## config.mk

```make
export PLATFORM = sky130hd
export DESIGN_NAME = control_unit
export DESIGN_NICKNAME = d
export VERILOG_FILES = /design/src/rtl/control_unit.sv
export SDC_FILE = /design/constraint.sdc
export NUM_CORES = 1
export LEC_CHECK = 0
export CAP_MARGIN = 20
export CORE_MARGIN = 2
export CORE_UTILIZATION = 29
export CTS_CLUSTER_SIZE = 28
export DETAILED_ROUTE_END_ITERATION = 6
export GPL_TIMING_DRIVEN = 1
export PLACE_DENSITY = 0.86
export SLEW_MARGIN = 40
export SYNTH_ARGS = -nofsm -noshare
export SYNTH_HDL_FRONTEND = slang
export SYNTH_SLANG_ARGS = --single-unit
```

## constraint.sdc

```tcl
create_clock -name Clock -period 1.65 [get_ports Clock]
set_input_delay 0.2475 -clock Clock [delete_from_list [all_inputs] [get_ports Clock]]
set_output_delay 0.2475 -clock Clock [all_outputs]
set_load 0.01 [all_outputs]
```

## src/rtl/control_unit.sv

```systemverilog
// Moore fetch/decode/execute controller: one instruction per Fetch, LOAD takes 4 cycles, others 3.
// Outputs decode combinationally from state and IR; no backpressure, HALT parks until reset.
module control_unit #(
  parameter int AW = 8,
  parameter int RW = 4
) (
  input  logic          Clock,
  input  logic          Reset,
  input  logic [15:0]   IR,
  output logic          PC_clr,
  output logic          PC_up,
  output logic          IR_ld,
  output logic [AW-1:0] D_addr,
  output logic          D_wr,
  output logic          RF_s,
  output logic [RW-1:0] RF_W_addr,
  output logic          RF_W_en,
  output logic [RW-1:0] RF_Ra_addr,
  output logic [RW-1:0] RF_Rb_addr,
  output logic [2:0]    ALU_s0,
  output logic [3:0]    OutState
);

  typedef enum logic [3:0] {
    S_INIT   = 4'd0,
    S_FETCH  = 4'd1,
    S_DECODE = 4'd2,
    S_NOOP   = 4'd3,
    S_LOADA  = 4'd4,
    S_LOADB  = 4'd5,
    S_STORE  = 4'd6,
    S_ADD    = 4'd7,
    S_SUB    = 4'd8,
    S_HALT   = 4'd9
  } state_t;

  state_t state, next_state;

  always_ff @(posedge Clock or negedge Reset) begin
    if (!Reset) state <= S_INIT;
    else        state <= next_state;
  end

  always_comb begin
    next_state = S_INIT;
    PC_clr     = 1'b0;
    PC_up      = 1'b0;
    IR_ld      = 1'b0;
    D_addr     = '0;
    D_wr       = 1'b0;
    RF_s       = 1'b0;
    RF_W_addr  = '0;
    RF_W_en    = 1'b0;
    RF_Ra_addr = '0;
    RF_Rb_addr = '0;
    ALU_s0     = 3'd0;
    case (state)
      S_INIT: begin
        PC_clr     = 1'b1;
        next_state = S_FETCH;
      end
      S_FETCH: begin
        IR_ld      = 1'b1;
        PC_up      = 1'b1;
        next_state = S_DECODE;
      end
      S_DECODE: begin
        // Undefined opcodes fall through to NoOp.
        case (IR[15:12])
          4'h1:    next_state = S_STORE;
          4'h2:    next_state = S_LOADA;
          4'h3:    next_state = S_ADD;
          4'h4:    next_state = S_SUB;
          4'h5:    next_state = S_HALT;
          default: next_state = S_NOOP;
        endcase
      end
      S_NOOP: next_state = S_FETCH;
      S_LOADA: begin
        D_addr     = AW'(IR[11:4]);
        next_state = S_LOADB;
      end
      S_LOADB: begin
        D_addr     = AW'(IR[11:4]);
        RF_s       = 1'b1;
        RF_W_addr  = RW'(IR[3:0]);
        RF_W_en    = 1'b1;
        next_state = S_FETCH;
      end
      S_STORE: begin
        D_addr     = AW'(IR[11:4]);
        RF_Ra_addr = RW'(IR[3:0]);
        D_wr       = 1'b1;
        next_state = S_FETCH;
      end
      S_ADD, S_SUB: begin
        RF_Ra_addr = RW'(IR[11:8]);
        RF_Rb_addr = RW'(IR[7:4]);
        RF_W_addr  = RW'(IR[3:0]);
        RF_W_en    = 1'b1;
        ALU_s0     = (state == S_SUB) ? 3'd2 : 3'd1;
        next_state = S_FETCH;
      end
      S_HALT: next_state = S_HALT;
      default: next_state = S_INIT;
    endcase
  end

  assign OutState = state;

endmodule
```

# Yosys cells after proc, flatten, opt, wreduce, memory -nomap -nowiden
# Index checks and enable logic that the tools add are counted.
dict set report totals {
  elab_cells 33
  regBits 4
  out_inout_bits 33
}
dict set report classes {
  n_eq_ne 14
  reduce_logical 5
  n_mux 13
}
# op n
set op_table {}
lappend op_table {{case mux 4 bit (5 select lines)} 2}
lappend op_table {{== test 4 x 3 -> 1 bit (second input constant)} 6}
lappend op_table {{== test 4 x 2 -> 1 bit (second input constant)} 4}
lappend op_table {{== test 4 x 1 -> 1 bit (second input constant)} 2}
lappend op_table {{== test 4 bit (second input constant)} 2}
lappend op_table {{2-to-1 mux 4 bit} 2}
lappend op_table {{2-to-1 mux 8 bit} 1}
lappend op_table {{case mux 4 bit (2 select lines)} 1}
lappend op_table {{OR reduction 3 bit} 2}
lappend op_table {{OR reduction 6 bit} 1}
lappend op_table {{2-to-1 mux 1 bit} 5}
lappend op_table {{zero test 4 bit} 1}
lappend op_table {{2-to-1 mux 2 bit} 2}
lappend op_table {{OR reduction 2 bit} 1}

# Logic depth before layout (Yosys ltp)
dict set report logic_depth {
  depth_word 3
  depth_mapped 4
  depth_no_buf 3
}

# Worst setup path after synthesis
# No wires, ideal clock.
dict set report synth_timing {
  kind {register -> output}
  from {register state[3], in the netlist OutState[3]}
  to {output port RF_Ra_addr[0]}
  required_time_ns 1.402
  t_arrival_ns 1.495
  path_stages_with_launch 5
  path_slack_ns -0.092
  path_cell_list {dfrtp_1 buf_2 nand2b_4 nor3_1 a22o_1}
}
dict set report synth_between {
  elab_chain_cells 3
}
# item line_no
set synth_rtl {}
lappend synth_rtl {{start: declaration} 37} ;# state_t state, next_state;
lappend synth_rtl {{start signal: assignment} 41} ;# else state <= next_state;
lappend synth_rtl {{== test 4 bit or == test 4 x 3 -> 1 bit (tied branches)} 57} ;# case (state)
lappend synth_rtl {{OR reduction 2 bit} 57}
lappend synth_rtl {{case mux 4 bit (2 select lines) (*)} 57}
lappend synth_rtl {{end: declaration} 18} ;# output logic [RW-1:0] RF_Ra_addr,
# Mark *: on every way between the ends. The rest lies on a longest branch, timed or not.

# Worst setup path in the final report
dict set report layout_timing {
  from {register state[1], in the netlist OutState[1]}
  to {output port RF_Rb_addr[1]}
}
dict set report layout_between {
  elab_chain_cells 3
}
# item line_no
set layout_rtl {}
lappend layout_rtl {{== test 4 bit or == test 4 x 3 -> 1 bit (tied branches)} 57}
lappend layout_rtl {{OR reduction 2 bit (*)} 57}
lappend layout_rtl {{2-to-1 mux 4 bit (*)} 57}
lappend layout_rtl {{end: declaration} 19} ;# output logic [RW-1:0] RF_Rb_addr,
# Marks and branches as above.

==> reports/metrics.yaml <==
fill_cells: 140
fin_setup_tns_ns: -3.96
chipHeight_um: 46.1
highest_layer: "met4"
power.leakage_nw: 0.613
ys_seq_area_frac: 0.195
gpl.final_weighted_congestion: 0.831
port_buffers: 49
core_area_um2: 1690
clock_tree.root_cell: "sky130_fd_sc_hd__clkbuf_4"
htree_num_levels: 1
power.density_cell_area_nw_per_um2: 948
drv_slew: 0
die_width_um: 46.1
max-clock-path-buffers: 2
num_io_pins: 51
critical_path_sink_type: "output pin"
worst_ep_required_time_ns: 1.40
synthesis.nets: 83
clkTransAtPathRegs_ns: 0.04
violated_checks: "negative setup slack"
num_vias: 758
timing.final.setup_violations: 22
layout_min_cycle_time_ns: 1.94
count_of_yosys_warnings_during_synthesis: 0
global_route_wire_length_before_repair_um: 3090
antenna_found_initial: 0
category_of_the_worst_setup_path_launch_point: "flip-flop"
finalPower_mw: 1.14
clock.fmax_ghz: 0.517
drc: 0
start_util: 0.304
kind_of_critical_path: "flip-flop to output pin"
grt_start_max_net_pins: 12
fin_util: 0.713
postSynthRegisterBits: 4
clock_skew_ns: 0.000665
synthesis.area_um2: 513
unrepaired_setup_endpoints_after_global_routing: "yes"
synthesis.area_per_instance_um2: 7.89
antennaDiodeCount: 0
drt_iter0_drc: 9
cp_data_arrival_time_ns: 1.69
outcome: "complete, but fails checks"
finalHoldViolCount: 0
drt-total-wl_um: 2410
synthCells: 65
cts_sinks: 4
cts_tree: "done"
grt_pass1_vias: 690
wl_per_cell_um: 15.8
core.rowCount: 15
vdd_drop_max_v: 0.000627
drt-pass1-iter-count: 4
final.hold.worst_slack_ns: 0.209
fin_nets: 156
cp_max_fo: 6
largest_register_ff_count: 4
wl_met2_um: 1440
area.growth.synth_to_final_pct: 135
drive_above_1_share: 0.537
layout.cell_area.non_filler_um2: 1200
cts_made_buffers: 3
timing.max_cap.violations: 0
m1WireLength_um: 903
post-route-worst-setup-slack_ns: -0.286
post-dp-hpwl_um: 1630
dieArea_um2: 2120
dpl-instance-area_um2: 1090
synth.distinct_cells: 27
routed_via_density: 4.95
final_antenna_net_count: 0
worst_skew_pair.late_latency_ns: 0.23
wl_met3_um: 45
min_period_over_period: 1.17
grt-ovfl-total: 0
ctsHoldBuffers: 0
timing.hold.worst.class: "input port to asynchronous set/reset pin"
grt_usage: 0.206
==> per-layer routing <==
metal,vias to the layer above,global-route usage
met5,-,0
met4,0,0.137
met3,2,0.0471
met2,18,0.350
li1,371,-
met1,367,0.225
==> final cells by class <==
type	instances	area, um^2	area share
Multi-Input combinational cell	51	418	0.347
Sequential cell	4	100	0.0832
Tap cell	17	21.3	0.0177
Inverter	4	15.0	0.0125
Clock buffer	3	22.5	0.0187
Timing Repair Buffer	74	627	0.521
==> metrics by stage <==
stage,instances,setup WS (ns)
after floorplan,65,0.00204
after global placement,138,-0.343
after detailed placement,138,-0.385
after CTS,149,-0.260
after global routing,153,-0.326
final,153,-0.286
==> path summary, 6_finish.rpt <==
path / slack (ns) / end / cells past startpoint / startpoint
max: -0.29 / RF_Rb_addr[1] / 5 / OutState[1]
min: 0.21 / OutState[2] / 1 / Reset
max reg2reg: 0.28 / OutState[3] / 5 / OutState[3]
min reg2reg: 0.65 / OutState[2] / 2 / OutState[0]
max in group asynchronous: 1.28 / OutState[3] / 1 / Reset
min in group Clock: 0.65 / OutState[2] / 2 / OutState[0]
==> synthesized netlist by cell type <==
| library cell | number | area share |
|---|---|---|
| sky130_fd_sc_hd__buf_4 | 2 | 0.029 |
| sky130_fd_sc_hd__and2_1 | 16 | 0.20 |
| sky130_fd_sc_hd__conb_1 | 1 | 0.0073 |
| sky130_fd_sc_hd__buf_2 | 3 | 0.029 |
| sky130_fd_sc_hd__xor2_1 | 1 | 0.017 |
| sky130_fd_sc_hd__o21ai_0 | 2 | 0.020 |
| sky130_fd_sc_hd__o311a_1 | 1 | 0.020 |
| sky130_fd_sc_hd__nand2_1 | 2 | 0.015 |
| sky130_fd_sc_hd__nand2b_4 | 1 | 0.027 |
| sky130_fd_sc_hd__buf_6 | 1 | 0.022 |
| sky130_fd_sc_hd__nor4b_1 | 1 | 0.017 |
| sky130_fd_sc_hd__nand3_1 | 2 | 0.020 |
| sky130_fd_sc_hd__inv_1 | 4 | 0.029 |
| sky130_fd_sc_hd__o2111ai_1 | 1 | 0.017 |
| sky130_fd_sc_hd__or4b_4 | 1 | 0.027 |
| sky130_fd_sc_hd__o211ai_1 | 1 | 0.015 |
| sky130_fd_sc_hd__nor2_1 | 2 | 0.015 |
| sky130_fd_sc_hd__nand2b_1 | 1 | 0.012 |
| sky130_fd_sc_hd__nor3b_1 | 1 | 0.015 |
| sky130_fd_sc_hd__dfrtp_1 | 4 | 0.20 |
| sky130_fd_sc_hd__a211oi_1 | 2 | 0.029 |
| sky130_fd_sc_hd__nor3_1 | 4 | 0.039 |
| sky130_fd_sc_hd__a21oi_1 | 3 | 0.029 |
| sky130_fd_sc_hd__nor4_1 | 1 | 0.012 |
| sky130_fd_sc_hd__a22o_1 | 4 | 0.068 |
| sky130_fd_sc_hd__o21ai_4 | 2 | 0.063 |
| sky130_fd_sc_hd__and3b_1 | 1 | 0.017 |
==> placed cells by master, fill, tap and decap left out <==
cell type	synthesis	routed
sky130_fd_sc_hd__xor2_1	1	1
sky130_fd_sc_hd__nand3_1	2	2
sky130_fd_sc_hd__o311a_1	1	1
sky130_fd_sc_hd__clkdlybuf4s50_1	0	20
sky130_fd_sc_hd__a211oi_1	2	2
sky130_fd_sc_hd__nor2_1	2	2
sky130_fd_sc_hd__or4b_4	1	1
sky130_fd_sc_hd__dlygate4sd2_1	0	1
sky130_fd_sc_hd__and3b_1	1	1
sky130_fd_sc_hd__nor3b_1	1	1
sky130_fd_sc_hd__nand2b_4	1	2
sky130_fd_sc_hd__nor3_1	4	2
sky130_fd_sc_hd__a21oi_1	3	2
sky130_fd_sc_hd__dfrtp_1	4	4
sky130_fd_sc_hd__o21ai_4	2	2
sky130_fd_sc_hd__o2111ai_1	1	1
sky130_fd_sc_hd__inv_1	4	3
sky130_fd_sc_hd__buf_2	3	18
sky130_fd_sc_hd__nor3_4	0	2
sky130_fd_sc_hd__buf_6	1	18
sky130_fd_sc_hd__o21ai_0	2	2
sky130_fd_sc_hd__inv_2	0	1
sky130_fd_sc_hd__buf_4	2	16
sky130_fd_sc_hd__a21oi_4	0	1
sky130_fd_sc_hd__o211ai_1	1	1
sky130_fd_sc_hd__and2_4	0	8
sky130_fd_sc_hd__conb_1	1	1
sky130_fd_sc_hd__clkbuf_2	0	1
sky130_fd_sc_hd__a22o_1	4	4
sky130_fd_sc_hd__nand2_1	2	2
sky130_fd_sc_hd__nor4b_1	1	1
sky130_fd_sc_hd__clkbuf_4	0	3
sky130_fd_sc_hd__nor4_1	1	1
sky130_fd_sc_hd__and2_1	16	8
==> power breakdown <==
part           total (mW)  internal (mW)  switching (mW)
logic               0.868          0.447           0.421
registers           0.152          0.130          0.0219
clock network       0.121         0.0813          0.0398
==> what timing repair did <==
item,CTS,global route
pin swaps,15,9
gates resized for setup,120,27
buffers inserted,8,5
setup endpoints to repair,28,28
==> critical path, cell delays in order, from the launching register on <==
cell                      delay [ns]
sky130_fd_sc_hd__dfrtp_1        0.38
sky130_fd_sc_hd__or4b_4         0.59
sky130_fd_sc_hd__o21ai_4        0.10
sky130_fd_sc_hd__buf_6          0.14
sky130_fd_sc_hd__and2_1         0.11
sky130_fd_sc_hd__buf_2          0.13
==> logic make-up (layout without fill, tap and decap cells) <==
logic type | count (synthesis) | in the layout | synth area share
AOI/OAI and AO/OA | 16 | 16 | 0.261
xor gates and xnor gates | 1 | 1 | 0.0171
buffers and inverters | 10 | 81 | 0.110
DFF | 4 | 4 | 0.195
other | 1 | 1 | 0.00731
and+or+nand+nor | 33 | 33 | 0.410
Note: power is estimated with default switching activity, not from simulation.
